## config.mk

```make
export PLATFORM = sky130hd
export DESIGN_NAME = re_k_ctrl
export DESIGN_NICKNAME = d
export VERILOG_FILES = /design/src/rtl/re_k_pkg.sv /design/src/rtl/re_k_vld_pipe.sv /design/src/rtl/re_k_ctrl.sv
export SDC_FILE = /design/constraint.sdc
export NUM_CORES = 1
export LEC_CHECK = 0
export BUFFER_PORTS_ARGS = -buffer_cell sky130_fd_sc_hd__buf_2
export CAP_MARGIN = 30
export CORE_MARGIN = 4
export CORE_UTILIZATION = 54
export CTS_CLUSTER_SIZE = 8
export DETAILED_ROUTE_END_ITERATION = 8
export GPL_ROUTABILITY_DRIVEN = 0
export GPL_TIMING_DRIVEN = 1
export PLACE_DENSITY = 0.95
export SLEW_MARGIN = 15
export SYNTH_ARGS = -nofsm -noshare
export SYNTH_HDL_FRONTEND = slang
export SYNTH_SLANG_ARGS = --single-unit
```

## constraint.sdc

```tcl
create_clock -name clk -period 5.17 [get_ports clk]
set_input_delay 0.517 -clock clk [delete_from_list [all_inputs] [get_ports clk]]
set_output_delay 0.517 -clock clk [all_outputs]
set_load 0.005 [all_outputs]
```

## src/rtl/re_k_pkg.sv

```systemverilog
// Shared types and defaults for the k-calc flow controller.
package re_k_pkg;

  localparam int unsigned PIPE_LAT_DEF     = 8;
  localparam int unsigned TENSOR_WIDTH_DEF = 14;
  localparam int unsigned CNT_W_DEF        = 20;

  // Frame sequencing states
  typedef enum logic [1:0] {
    ST_IDLE  = 2'd0,
    ST_RUN   = 2'd1,
    ST_FLUSH = 2'd2,
    ST_DONE  = 2'd3
  } state_t;

  // States in which new samples may enter the core
  function automatic logic state_takes_input(input state_t s);
    return (s == ST_IDLE) || (s == ST_RUN);
  endfunction

endpackage

```

## src/rtl/re_k_vld_pipe.sv

```systemverilog
// Valid/last tag pipeline that tracks samples through the k-calc core.
module re_k_vld_pipe
  import re_k_pkg::*;
#(
  parameter int unsigned DEPTH = PIPE_LAT_DEF
) (
  input  logic clk,
  input  logic rst,
  input  logic adv,
  input  logic in_vld,
  input  logic in_last,
  output logic out_vld,
  output logic out_last
);

  logic [DEPTH-1:0] vld_q;
  logic [DEPTH-1:0] last_q;

  // Shift tags one stage whenever the core advances; reset empties the pipe
  always_ff @(posedge clk) begin
    if (rst) begin
      vld_q  <= '0;
      last_q <= '0;
    end else if (adv) begin
      vld_q[0]  <= in_vld;
      last_q[0] <= in_last;
      for (int i = 1; i < int'(DEPTH); i++) begin
        vld_q[i]  <= vld_q[i-1];
        last_q[i] <= last_q[i-1];
      end
    end
  end

  assign out_vld  = vld_q[DEPTH-1];
  assign out_last = last_q[DEPTH-1];

endmodule

```

## src/rtl/re_k_ctrl.sv

```systemverilog
// Flow controller around the k-calc core: frame FSM, stall control, pixel count.
module re_k_ctrl
  import re_k_pkg::*;
#(
  parameter int unsigned TENSOR_WIDTH = TENSOR_WIDTH_DEF,
  parameter int unsigned PIPE_LAT     = PIPE_LAT_DEF,
  parameter int unsigned CNT_W        = CNT_W_DEF
) (
  input  logic                    clk,
  input  logic                    rst,
  input  logic                    in_valid,
  input  logic                    in_last,
  output logic                    in_ready,
  output logic                    core_en,
  input  logic [TENSOR_WIDTH-1:0] core_k,
  output logic [TENSOR_WIDTH-1:0] out_k,
  output logic                    out_valid,
  output logic                    out_last,
  input  logic                    out_ready,
  output logic                    frame_done,
  output logic                    busy,
  output logic [CNT_W-1:0]        pix_count
);

  state_t           state;
  state_t           state_nx;
  logic             accept;
  logic             pipe_vld;
  logic             pipe_last;
  logic [CNT_W-1:0] pix_count_q;

  // Tag pipeline mirrors the core depth so tags line up with core_k
  re_k_vld_pipe #(
    .DEPTH (PIPE_LAT)
  ) u_vld_pipe (
    .clk      (clk),
    .rst      (rst),
    .adv      (core_en),
    .in_vld   (accept),
    .in_last  (in_last && accept),
    .out_vld  (pipe_vld),
    .out_last (pipe_last)
  );

  // Whole pipeline freezes only when the head sample cannot leave
  assign core_en    = !(pipe_vld && !out_ready);
  assign in_ready   = core_en && state_takes_input(state);
  assign accept     = in_valid && in_ready;

  assign out_valid  = pipe_vld;
  assign out_last   = pipe_last;
  assign out_k      = core_k;

  assign frame_done = (state == ST_DONE);
  assign busy       = (state != ST_IDLE);
  assign pix_count  = pix_count_q;

  // State register
  always_ff @(posedge clk) begin
    if (rst) begin
      state <= ST_IDLE;
    end else begin
      state <= state_nx;
    end
  end

  // Next-state logic: input phase, drain phase, one-cycle done
  always_comb begin
    state_nx = state;
    unique case (state)
      ST_IDLE: begin
        if (accept) begin
          state_nx = in_last ? ST_FLUSH : ST_RUN;
        end
      end
      ST_RUN: begin
        if (accept && in_last) begin
          state_nx = ST_FLUSH;
        end
      end
      ST_FLUSH: begin
        if (pipe_vld && out_ready && pipe_last) begin
          state_nx = ST_DONE;
        end
      end
      ST_DONE: begin
        state_nx = ST_IDLE;
      end
      default: begin
        state_nx = ST_IDLE;
      end
    endcase
  end

  // Pixel counter: counts accepts, cleared as the frame retires
  always_ff @(posedge clk) begin
    if (rst) begin
      pix_count_q <= '0;
    end else if (state == ST_DONE) begin
      pix_count_q <= '0;
    end else if (accept) begin
      pix_count_q <= pix_count_q + CNT_W'(1);
    end
  end

endmodule

```

# Yosys cells after proc, flatten, opt, wreduce, memory -nomap -nowiden

Index checks and enable logic that the tools add are counted.

Bits of input ports: 19
Register bits: 38
Logic and storage cells: 29
Output and inout port bits: 40

Mux-type cells: 5
Reduce and logical (&&, ||, !) cells: 13
Add/sub/neg operators: 1
Eq/ne operators: 6

Operator list:

| operator                | number |
|---|---|
| $add A20 B1 Y20 const B | 1 |
| $mux W2                 | 4 |
| $pmux W2 S4             | 1 |
| $logic_and A1 B1 Y1     | 6 |
| $eq A2 B2 Y1 const B    | 2 |
| $ne A2 B2 Y1 const B    | 2 |
| $reduce_and A3 Y1       | 1 |
| $eq A2 B1 Y1 const B    | 1 |
| $logic_not A1 Y1        | 2 |
| $logic_not A2 Y1        | 1 |
| $ne A2 B1 Y1 const B    | 1 |
| $reduce_bool A2 Y1      | 1 |
| $reduce_or A2 Y1        | 1 |
| $logic_or A1 B1 Y1      | 1 |

# Longest topological paths before layout

Gate-level depths: netlist of the first run.

Word-level depth: 8
Depth in mapped cells: 7
Mapped depth without buffers: 6

# Modules after synthesis

Synthesis of the first run repeated with hierarchy kept, for this count alone.

Cells, all modules: 207
Area, all modules: 1,889.3 µm²

By module, submodules not included:

| module        | area each (µm²) | sequential area each (µm²) | cells each | times used |
|---|---|---|---|---|
| re_k_ctrl     | 1,308.8         | 440.4                      | 155        | 1 |
| re_k_vld_pipe | 580.6           | 320.3                      | 52         | 1 |

# Least setup slack after synthesis of the first run

No wires, ideal clock.

Kind: input port to output port
Start point: input port out_ready
End point: output port in_ready
Arrival time: 1.440 ns
Required time: 4.653 ns
Path buffers: 2
Stages: 4
Setup slack: 3.213 ns
Cells stage by stage: nor2b_1 -> clkbuf_1 -> buf_1 -> nor2_1

Cells in the longest elaborated chain, start to end: 4

RTL lines:

| item                | line            | RTL |
|---|---|---|
| start, declared     | re_k_ctrl.sv:19 | `input logic out_ready,` |
| $logic_not A1 Y1    | re_k_ctrl.sv:46 | `assign core_en = !(pipe_vld && !out_ready);` |
| $logic_and A1 B1 Y1 | re_k_ctrl.sv:46 |  |
| $logic_not A1 Y1    | re_k_ctrl.sv:46 |  |
| $logic_and A1 B1 Y1 | re_k_ctrl.sv:47 | `assign in_ready = core_en && state_takes_input(state);` |
| end, declared       | re_k_ctrl.sv:13 | `output logic in_ready,` |

No other way between the ends.

# Worst setup path after layout of the first run

Start point: register u_vld_pipe.vld_q[7]
End point: register pix_count_q[15] (netlist: pix_count[15])

Cells in the longest elaborated chain, start to end: 4

RTL lines:

| item                            | line                | RTL |
|---|---|---|
| start, declared                 | re_k_vld_pipe.sv:16 | `logic [DEPTH-1:0] vld_q;` |
| start signal, assigned by index | re_k_vld_pipe.sv:28 | `vld_q[i] <= vld_q[i-1];` |
| $logic_and A1 B1 Y1             | re_k_ctrl.sv:46     |  |
| $logic_not A1 Y1                | re_k_ctrl.sv:46     |  |
| $logic_and A1 B1 Y1             | re_k_ctrl.sv:47     |  |
| $logic_and A1 B1 Y1             | re_k_ctrl.sv:48     | `assign accept = in_valid && in_ready;` |
| end signal, assigned            | re_k_ctrl.sv:102    | `pix_count_q <= pix_count_q + CNT_W'(1);` |
| end, declared                   | re_k_ctrl.sv:30     | `logic [CNT_W-1:0] pix_count_q;` |

No other way between the ends.
A chain may end at the register's enable or synchronous reset.

==> results of run 1 <==
worst max path at each step:
stage                        startpoint  cells after the start             to
floorplan                     out_ready                      4       in_ready
global placement              out_ready                      7  pix_count[15]
detailed placement            out_ready                      7  pix_count[15]
CTS                 u_vld_pipe.vld_q[7]                      6  pix_count[15]
global route        u_vld_pipe.vld_q[7]                      6  pix_count[15]
finish              u_vld_pipe.vld_q[7]                      6  pix_count[15]
kinds of logic (layout without fill, tap and decap cells):
kind of cell    count (synthesis)  after routing
fa+ha+maj                       6              6
simple gates                   87             87
xor+xnor                        5              5
mux                             4              4
buf+inv                        34             49
flops                          38             38
compound gates                 48             48
metrics by stage:
step	instances	setup WS [ns]	utilization, %
2_1_floorplan	222	3.21	-
3_3_place_gp	273	2.92	60.1
3_5_place_dp	273	2.84	60.1
4_1_cts	281	3.03	63.6
5_1_grt	281	2.78	63.6
6_report	281	3.03	63.6
layout make-up:
class / count / area (um2) / share of cell area (%)
Clock inverter: 2 / 60.1 / 2.99
Sequential cell: 38 / 761 / 37.9
Tap cell: 44 / 55.1 / 2.74
Inverter: 10 / 37.5 / 1.87
Timing Repair Buffer: 31 / 158 / 7.86
Multi-Input combinational cell: 150 / 883 / 44.0
Clock buffer: 6 / 51.3 / 2.56
layout by cell type, fill, tap and decap left out, types with 2 or more instances in the layout:
cell                         n
sky130_fd_sc_hd__nand4_1     5
sky130_fd_sc_hd__a22oi_1     2
sky130_fd_sc_hd__and4_1      2
sky130_fd_sc_hd__nand2_1    33
sky130_fd_sc_hd__or3_1      11
sky130_fd_sc_hd__or4_1       5
sky130_fd_sc_hd__clkbuf_4    5
sky130_fd_sc_hd__o21ai_0     8
sky130_fd_sc_hd__bufinv_16   2
sky130_fd_sc_hd__a21oi_1    26
sky130_fd_sc_hd__ha_1        6
sky130_fd_sc_hd__nand3_1     6
sky130_fd_sc_hd__mux2i_1     3
sky130_fd_sc_hd__nor2_1     15
sky130_fd_sc_hd__inv_2       2
sky130_fd_sc_hd__o41ai_1     2
sky130_fd_sc_hd__xnor2_1     4
sky130_fd_sc_hd__o31ai_1     4
sky130_fd_sc_hd__nor3_1      2
sky130_fd_sc_hd__dfxtp_1    38
sky130_fd_sc_hd__buf_2      30
sky130_fd_sc_hd__inv_1       7
critical path: cells and delay by family (launching register included):
kind,cells,cell delay [ns]
DFF,1,0.34
buffers and inverters,2,0.46
and+or+nand+nor,3,1.15
AOI/OAI and AO/OA,1,0.14
per-layer routing:
layer,GRT usage [%],share of wire (%),wire [um],up-vias
met2,30.7,48,1850,46
met5,0,0,0,-
li1,-,-,-,789
met1,23.8,43,1680,758
met3,5.44,7.1,277,9
met4,12.2,1.6,61,0
flip-flops by register name (all words and copies together) (netlist names):
register and flops:
u_vld_pipe.last_q 8, state 2, pix_count 20, u_vld_pipe.vld_q 8
power breakdown:
part	internal [mW]	switching, mW	total (mW)
Sequential	0.313	0.0183	0.331
Combinational	0.0739	0.0934	0.167
Clock	0.164	0.105	0.268
Total	0.550	0.216	0.767
==> results.cfg, run 1 <==
[logic_synthesis]
async_set_or_reset_register_ratio_after_synthesis_pct = 0
syn_area_per_cell_um2 = 8.23
number_of_flops_mapped_to_enable_cells_by_yosys = 0
mappedNetlistArea_um2 = 1830
netlist.area_leader.share_pct = 41.6
synthDominantAreaCellType = sky130_fd_sc_hd__dfxtp_1
synthesized_area_fraction_occupied_by_adder_cells_pct = 4.11
yosys-top-cells-area = sky130_fd_sc_hd__dfxtp_1 (42%), sky130_fd_sc_hd__a21oi_1 (7.1%), sky130_fd_sc_hd__nand2_1 (6.8%)
area_share_of_xor_xnor_cells_in_the_synthesized_design_pct = 2.40
netlist_instances = 222
muxShareOfSynthArea_pct = 2.26
synth_simple_gate_area_share_pct = 24.2
ys_seq_elements = 38
yosysWarnings = 0
post-synth-top-count-cell = sky130_fd_sc_hd__dfxtp_1
synth_flop_cell = sky130_fd_sc_hd__dfxtp_1
synth_sequential_area_ratio_pct = 41.6
yosys.cell_types.count = 40
synth_compound_area_share_pct = 15.3
synth_top_cells_by_count = sky130_fd_sc_hd__dfxtp_1 (38), sky130_fd_sc_hd__nand2_1 (33), sky130_fd_sc_hd__a21oi_1 (26)
main_combinational_cell_family_by_area_after_synthesis = simple AND/OR/NAND/NOR gates
synth_nets = 247

[worst_setup_path]
crit_path_cell_trace = nor2b_1 > buf_4 > inv_2 > nand4_1 > or4_1 > a21oi_1
worstPathMaxFanout = 23
reg2reg_launch_point = u_vld_pipe.vld_q[7]
endpoint_kind = register
r2r.worst_path.cells = 6
critical_path_required_ns = 5.47
slowest_delay_ns = 0.59
cp.arrival_ns = 2.45
r2r_setup_slack_ns = 3.03
crit_path_start_kind = register
cell_with_the_biggest_individual_delay_on_the_critical_path = sky130_fd_sc_hd__or4_1
criticalPathCategory = register to register
reg2reg_to = pix_count[15]

[cts]
cts.sink_count = 38
clk-insertion-delay-late_ns = 0.36
cts.path.max_buffers = 2
number_of_buffers_created_by_cts = 5
ctsHoldBuffers = 0
cts.repair.resized = 0
cts-root-buf = sky130_fd_sc_hd__clkbuf_4
post-cts-setup-buffer-count = 0
htreeDepth = 2
tritoncts = done
clk_pin_slew_worst_paths_ns = 0.12

[power]
powerDensity_nw_per_um2 = 382
maximum_vdd_ir_drop_uv = 347
static-leakage-power_nw = 0.788
p_total_mw = 0.767

[placed_design]
port_buffers = 30
place_area_um2 = 1890
post-dp-hpwl_um = 2640

[sta]
min_tclk_post_route_ns = 2.14
post-route-period-util_pct = 41.5
timing.hold.ws_ns = 0.460
finalSetupViolCount = 0
max_slew.worst_pin.slew_ns = 0.517
timing_max_transition_violations_final = 0
timing.setup.tns_ns = 0
fmax_mhz = 467
clock-skew-final_ns = 0.0104
timing.max_slew.rel_slack_pct = 65.3
final-hold-violation-count = 0
grt_setup_unrepaired = false

[final_layout]
fillerInstances = 273
postLayoutCellArea_um2 = 2010
final_layout_size_suffix_gt1_share_pct = 19.4
antenna_cells = 0
syn2layout_area_growth_pct = 9.79
finalNetCount = 261

[detailed_routing]
via_total_after_detailed_routing = 1602
wire_per_inst_um = 13.8
drt_first_iter_violations = 113
routed_wirelength_um = 3880
detail_route.drc_violations = 0
vias_per_cell = 5.70
drt_pre_antenna_iters = 4
ant_nets = 0

[status]
status = finished, final reports clean

[job]
drv_cap = 0

[floorplan]
rows = 20
design.core.area_um2 = 3150
initial_cell_density_of_the_core_pct = 57.9
die_area_um2 = 4380
die-width_um = 66.2
io-pin-count = 59
die_h_um = 66.2

[grt]
grt_antenna_before_repair = 0
globalRouteOverflowTotal = 0
grt_pass1_vias = 1454
grt_util_all_layers_pct = 19.7
grt_max_degree = 25
grt_pass1_wl_um = 6610

[worst_hold_path]
holdCritStartpoint = in_last
min_path_cells = 3
worstHoldEndpoint = u_vld_pipe.last_q[0]
hold_class = primary input to register
Note: power is estimated with default switching activity, not from simulation.
==> run 2, diff against run 1 <==
--- a/config.mk
+++ b/config.mk
@@ -8,12 +8,12 @@
 export BUFFER_PORTS_ARGS = -buffer_cell sky130_fd_sc_hd__buf_2
 export CAP_MARGIN = 30
 export CORE_MARGIN = 4
-export CORE_UTILIZATION = 54
+export CORE_UTILIZATION = 45
 export CTS_CLUSTER_SIZE = 8
 export DETAILED_ROUTE_END_ITERATION = 8
 export GPL_ROUTABILITY_DRIVEN = 0
 export GPL_TIMING_DRIVEN = 1
-export PLACE_DENSITY = 0.95
+export PLACE_DENSITY = 0.86
 export SLEW_MARGIN = 15
 export SYNTH_ARGS = -nofsm -noshare
 export SYNTH_HDL_FRONTEND = slang
==> constraint.sdc (replaced) <==
create_clock -name clk -period 1.7 [get_ports clk]
set_input_delay 0.17 -clock clk [delete_from_list [all_inputs] [get_ports clk]]
set_output_delay 0.17 -clock clk [all_outputs]
set_load 0.005 [all_outputs]
==> results.cfg, run 2 (same netlist as run 1, synthesis figures left out) <==
[final_layout]
largest_register_ff_count = 20
final_layout_size_suffix_gt1_share_pct = 36.7
syn2layout_area_growth_pct = 29.6
postLayoutCoreUtil_pct = 62.3
antenna_cells = 0
final_common_cell = sky130_fd_sc_hd__dfxtp_1
commonest_non_fill_non_tap_cells_in_the_layout = sky130_fd_sc_hd__dfxtp_1 (34), sky130_fd_sc_hd__nand2_1 (33), sky130_fd_sc_hd__buf_2 (30), sky130_fd_sc_hd__buf_4 (30), sky130_fd_sc_hd__a21oi_1 (24)
finalNetCount = 294
postLayoutCellArea_um2 = 2370

[sta]
finalSetupViolCount = 7
final-hold-violation-count = 0
fmax_mhz = 557
timing_max_transition_violations_final = 0
max_slew.worst_pin.slew_ns = 0.429
clock-skew-final_ns = 0.00515
min_tclk_post_route_ns = 1.79
setup_ws_ns = -0.0939
grt_setup_unrepaired = true
timing.max_slew.rel_slack_pct = 71.1
post-route-period-util_pct = 106
timing.hold.ws_ns = 0.192

[job]
drv_cap = 0

[grt]
grt_max_degree = 25
grt_util_all_layers_pct = 17.4
grt_pass1_vias = 1577
grt_antenna_before_repair = 0
globalRouteOverflowTotal = 0
grt_pass1_wl_um = 7180

[worst_setup_path]
endpoint_kind = register
r2r_setup_slack_ns = -0.09
worstPathMaxFanout = 7
crit_path_start_kind = register
cp.arrival_ns = 1.95
setup.worst_path.start = state[0]
r2r.worst_path.cells = 7
reg2reg_launch_point = state[0]
criticalPathCategory = register to register
reg2reg_to = pix_count[18]
critical_path_required_ns = 1.86

[placed_design]
place_area_um2 = 2140
port_buffers = 30
detailedPlace.worstSlack_ns = -0.117
post-dp-hpwl_um = 3110

[detailed_routing]
via_total_after_detailed_routing = 1739
vias_per_cell = 5.47
drt_first_iter_violations = 162
wire_per_inst_um = 14.1
drt_pre_antenna_iters = 5
ant_nets = 0
routed_wirelength_um = 4500
detail_route.drc_violations = 0

[worst_hold_path]
min_path_cells = 3
holdCritStartpoint = in_last
hold_class = primary input to register
worstHoldEndpoint = u_vld_pipe.last_q[0]

[cts]
htreeDepth = 2
cts.sink_count = 38
number_of_buffers_created_by_cts = 5
clk_pin_slew_worst_paths_ns = 0.07
cts-root-buf = sky130_fd_sc_hd__clkbuf_8
cts.path.max_buffers = 2
clk-insertion-delay-late_ns = 0.28
tritoncts = done

[floorplan]
die_area_um2 = 5140
rows = 22
initial_cell_density_of_the_core_pct = 48.1
die_h_um = 71.7
io-pin-count = 59
design.core.area_um2 = 3800
die-width_um = 71.7

[status]
violations = setup timing
status = complete, but fails checks

[power]
maximum_vdd_ir_drop_uv = 745
static-leakage-power_nw = 0.961
powerDensity_nw_per_um2 = 1060
p_total_mw = 2.50
-- run 2: changes by cell type in the layout (fill, tap and decap cells not counted), sizes merged --
| cell | delta |
|---|---|
| buf | +32 |
| clkinv | +1 |
| or4b | +1 |
| bufinv | -2 |
| clkbuf | +1 |
-- run 2: final cells by class --
type                    instances  area (um2)
multi-input cells             151         996
fillers                       325        1430
inverters                      10        42.5
well taps                      48        60.1
repair buffers                 63         409
flip-flops and latches         38         768
clock inverters                 1        5.00
clock buffers                   7        86.3
-- run 2: worst max path at each step --
stage / to / slack [ns]
floorplan: pix_count[10] / -0.06
global placement: pix_count[16] / -0.10
detailed placement: pix_count[16] / -0.12
CTS: pix_count[15] / -0.08
global route: pix_count[15] / -0.16
finish: pix_count[18] / -0.09
-- run 2: power breakdown --
group	internal [mW]	switching [mW]	leakage, nW	total (mW)
Clock	0.327	0.299	0.0482	0.626
Sequential	0.964	0.0566	0.309	1.02
Combinational	0.466	0.386	0.604	0.852
Total	1.76	0.742	0.961	2.50
-- run 2: metal layers --
metal	track usage, %	part of all wire [%]	vias to the layer above
li1	-	-	858
met1	20.7	40	809
met2	29.6	51	62
met3	6.45	7.6	10
met4	4.38	1.0	0
met5	0	0	-
-- run 2: what timing repair did --
action,4_1_cts,5_1_grt
buffers inserted,1,4
endpoints found under the setup margin,10,18
gates cloned,1,1
hold endpoints to repair,0,0
hold buffers,0,0
resized for setup,3,17
pin swaps,2,6
-- run 2: per-stage QoR --
step | TNS (ns) | instances
2_1_floorplan | -0.190 | 222
3_3_place_gp | -0.188 | 303
3_5_place_dp | -0.562 | 303
4_1_cts | -0.256 | 313
5_1_grt | -1.22 | 318
6_report | -0.388 | 318
-- run 2: worst max-delay path, stage by stage, from the launching register on --
cell	delay, ns
sky130_fd_sc_hd__dfxtp_4	0.37
sky130_fd_sc_hd__inv_4	0.06
sky130_fd_sc_hd__ha_4	0.13
sky130_fd_sc_hd__o21ai_2	0.07
sky130_fd_sc_hd__or4b_4	0.53
sky130_fd_sc_hd__buf_4	0.17
sky130_fd_sc_hd__o311ai_4	0.22
sky130_fd_sc_hd__o41ai_2	0.12
==> run 3, diff against run 2 <==
--- a/config.mk
+++ b/config.mk
@@ -5,15 +5,18 @@
 export SDC_FILE = /design/constraint.sdc
 export NUM_CORES = 1
 export LEC_CHECK = 0
+export ABC_AREA = 1
 export BUFFER_PORTS_ARGS = -buffer_cell sky130_fd_sc_hd__buf_2
 export CAP_MARGIN = 30
 export CORE_MARGIN = 4
-export CORE_UTILIZATION = 45
+export CORE_UTILIZATION = 46
 export CTS_CLUSTER_SIZE = 8
 export DETAILED_ROUTE_END_ITERATION = 8
 export GPL_ROUTABILITY_DRIVEN = 0
 export GPL_TIMING_DRIVEN = 1
-export PLACE_DENSITY = 0.86
+export PLACE_DENSITY = 0.87
+export RECOVER_POWER = 100
+export SKIP_LAST_GASP = 1
 export SLEW_MARGIN = 15
 export SYNTH_ARGS = -nofsm -noshare
 export SYNTH_HDL_FRONTEND = slang
==> results.cfg, run 3 <==
[sta]
post-route-period-util_pct = 95.2
timing.max_slew.rel_slack_pct = 69.8
clock-skew-final_ns = 0.00417
setup_ws_ns = 0.0815
finalSetupViolCount = 0
timing.hold.ws_ns = 0.103
min_tclk_post_route_ns = 1.62
fmax_mhz = 618
timing_max_transition_violations_final = 0
max_slew.worst_pin.slew_ns = 0.450
final-hold-violation-count = 0

[floorplan]
design.core.area_um2 = 4000
die-width_um = 72.1
rows = 23
initial_cell_density_of_the_core_pct = 47.3
die_h_um = 72.1
io-pin-count = 59
die_area_um2 = 5200

[logic_synthesis]
synth_top_cells_by_count = sky130_fd_sc_hd__nor2_1 (51), sky130_fd_sc_hd__nand2_1 (42), sky130_fd_sc_hd__dfxtp_1 (38)
netlist.area_leader.share_pct = 40.2
number_of_flops_mapped_to_enable_cells_by_yosys = 0
synthesized_area_fraction_occupied_by_adder_cells_pct = 3.97
synth_simple_gate_area_share_pct = 30.0
main_combinational_cell_family_by_area_after_synthesis = simple AND/OR/NAND/NOR gates
post-synth-top-count-cell = sky130_fd_sc_hd__nor2_1
netlist_instances = 261
yosysWarnings = 0
muxShareOfSynthArea_pct = 0
yosys.cell_types.count = 28
yosys-top-cells-area = sky130_fd_sc_hd__dfxtp_1 (40%), sky130_fd_sc_hd__nor2_1 (10%), sky130_fd_sc_hd__nand2_1 (8.3%)
async_set_or_reset_register_ratio_after_synthesis_pct = 0
synth_nets = 286
synthDominantAreaCellType = sky130_fd_sc_hd__dfxtp_1
synth_flop_cell = sky130_fd_sc_hd__dfxtp_1
synth_sequential_area_ratio_pct = 40.2
synth_compound_area_share_pct = 11.1
syn_area_per_cell_um2 = 7.24
ys_seq_elements = 38
area_share_of_xor_xnor_cells_in_the_synthesized_design_pct = 0.927
mappedNetlistArea_um2 = 1890

[detailed_routing]
vias_per_cell = 5.04
via_total_after_detailed_routing = 1697
detail_route.drc_violations = 0
routed_wirelength_um = 4090
drt_pre_antenna_iters = 4
drt_first_iter_violations = 173
ant_nets = 0
wire_per_inst_um = 12.1

[final_layout]
commonest_non_fill_non_tap_cells_in_the_layout = sky130_fd_sc_hd__nor2_1 (50), sky130_fd_sc_hd__nand2_1 (42), sky130_fd_sc_hd__dfxtp_1 (36)
fin_cells = 337
syn2layout_area_growth_pct = 13.7
fillerInstances = 372
final_layout_size_suffix_gt1_share_pct = 19.5
largest_register_ff_count = 20
finalNetCount = 311
antenna_cells = 0
postLayoutCoreUtil_pct = 53.7
final_common_cell = sky130_fd_sc_hd__nor2_1

[power]
maximum_vdd_ir_drop_uv = 420
powerDensity_nw_per_um2 = 1060
static-leakage-power_nw = 0.954
p_total_mw = 2.29

[grt]
grt_antenna_before_repair = 0
grt_util_all_layers_pct = 15.6
grt_pass1_wl_um = 6600
globalRouteOverflowTotal = 0
grt_pass1_vias = 1589
grt_max_degree = 18

[worst_setup_path]
critical_path_required_ns = 1.89
r2r.worst_path.cells = 10
worstPathMaxFanout = 5
crit_path_start_kind = register
criticalPathCategory = register to register
cp.arrival_ns = 1.81
endpoint_kind = register

[cts]
cts.sink_count = 38
tritoncts = done
cts.path.max_buffers = 2
number_of_buffers_created_by_cts = 5
clk-insertion-delay-late_ns = 0.29
cts-root-buf = sky130_fd_sc_hd__clkbuf_8
clk_pin_slew_worst_paths_ns = 0.08
ctsHoldBuffers = 0
htreeDepth = 2

[placed_design]
placedCellCount = 326
port_buffers = 30
post-dp-hpwl_um = 2820
detailedPlace.worstSlack_ns = 0.0155

[worst_hold_path]
min_path_cells = 2
hold_class = primary input to register

[status]
status = finished, final reports clean

[job]
drv_cap = 0
run 3: cell count changes in the layout (fill, tap and decap cells not counted), moves of 10 or more:
cell / delta
sky130_fd_sc_hd__buf_4: -24
sky130_fd_sc_hd__inv_1: +25
sky130_fd_sc_hd__nor2_1: +36
sky130_fd_sc_hd__o21ai_0: +13
sky130_fd_sc_hd__or3_1: -10
run 3: metal layers:
| metal | share of wire (%) | global-route usage, % | routed length [um] |
|---|---|---|---|
| met1 | 43 | 17.7 | 1780 |
| met2 | 51 | 27.6 | 2090 |
| met3 | 4.4 | 3.32 | 180 |
| met4 | 1.0 | 7.31 | 41 |
| met5 | 0 | 0 | 0 |
run 3: layout make-up:
type | count | area [um2] | share of cell area [%]
clock inverters | 3 | 45.0 | 2.10
clock buffers | 5 | 68.8 | 3.20
inverters | 33 | 124 | 5.76
well taps | 50 | 62.6 | 2.91
multi-input cells | 171 | 880 | 40.9
repair buffers | 37 | 206 | 9.60
flip-flops and latches | 38 | 763 | 35.5
run 3: what timing repair did:
item                                    in CTS  in global routing
endpoints found under the hold margin        0                  0
resized for setup                            0                  7
endpoints found under the setup margin       0                 16
setup buffers                                0                  3
run 3: critical path, cell delays in order (launching register included):
cell	delay (ns)
sky130_fd_sc_hd__dfxtp_2	0.34
sky130_fd_sc_hd__inv_2	0.08
sky130_fd_sc_hd__ha_1	0.18
sky130_fd_sc_hd__inv_1	0.07
sky130_fd_sc_hd__nand2_2	0.10
sky130_fd_sc_hd__nand3_4	0.13
sky130_fd_sc_hd__buf_12	0.17
sky130_fd_sc_hd__nor2_8	0.14
sky130_fd_sc_hd__nand2_1	0.08
sky130_fd_sc_hd__o21ai_0	0.17
sky130_fd_sc_hd__a21oi_1	0.05
run 3: per-stage QoR:
step / area, um2 / TNS [ns]
final: 2150 / 0
after CTS: 2110 / 0
after floorplan: 1890 / 0
after global routing: 2150 / -0.0821
after global placement: 2000 / 0
after detailed placement: 2000 / 0
run 3: cell families after synthesis:
group,count (synthesis)
compound gates,40
buf+inv,52
xor+xnor,2
fa+ha+maj,6
flops,38
simple gates,123
run 3: power breakdown:
| part | internal [mW] | switching [mW] |
|---|---|---|
| Clock | 0.436 | 0.338 |
| Combinational | 0.206 | 0.315 |
| Sequential | 0.945 | 0.0447 |
| Total | 1.59 | 0.698 |
run 3: final timing paths:
check / from / end / slack, ns
setup / recovery: state[1] / pix_count[11] / 0.08
hold / removal: rst / u_vld_pipe.vld_q[7] / 0.10
setup reg to reg: state[1] / pix_count[11] / 0.08
hold reg to reg: u_vld_pipe.vld_q[6] / u_vld_pipe.vld_q[6] / 0.46
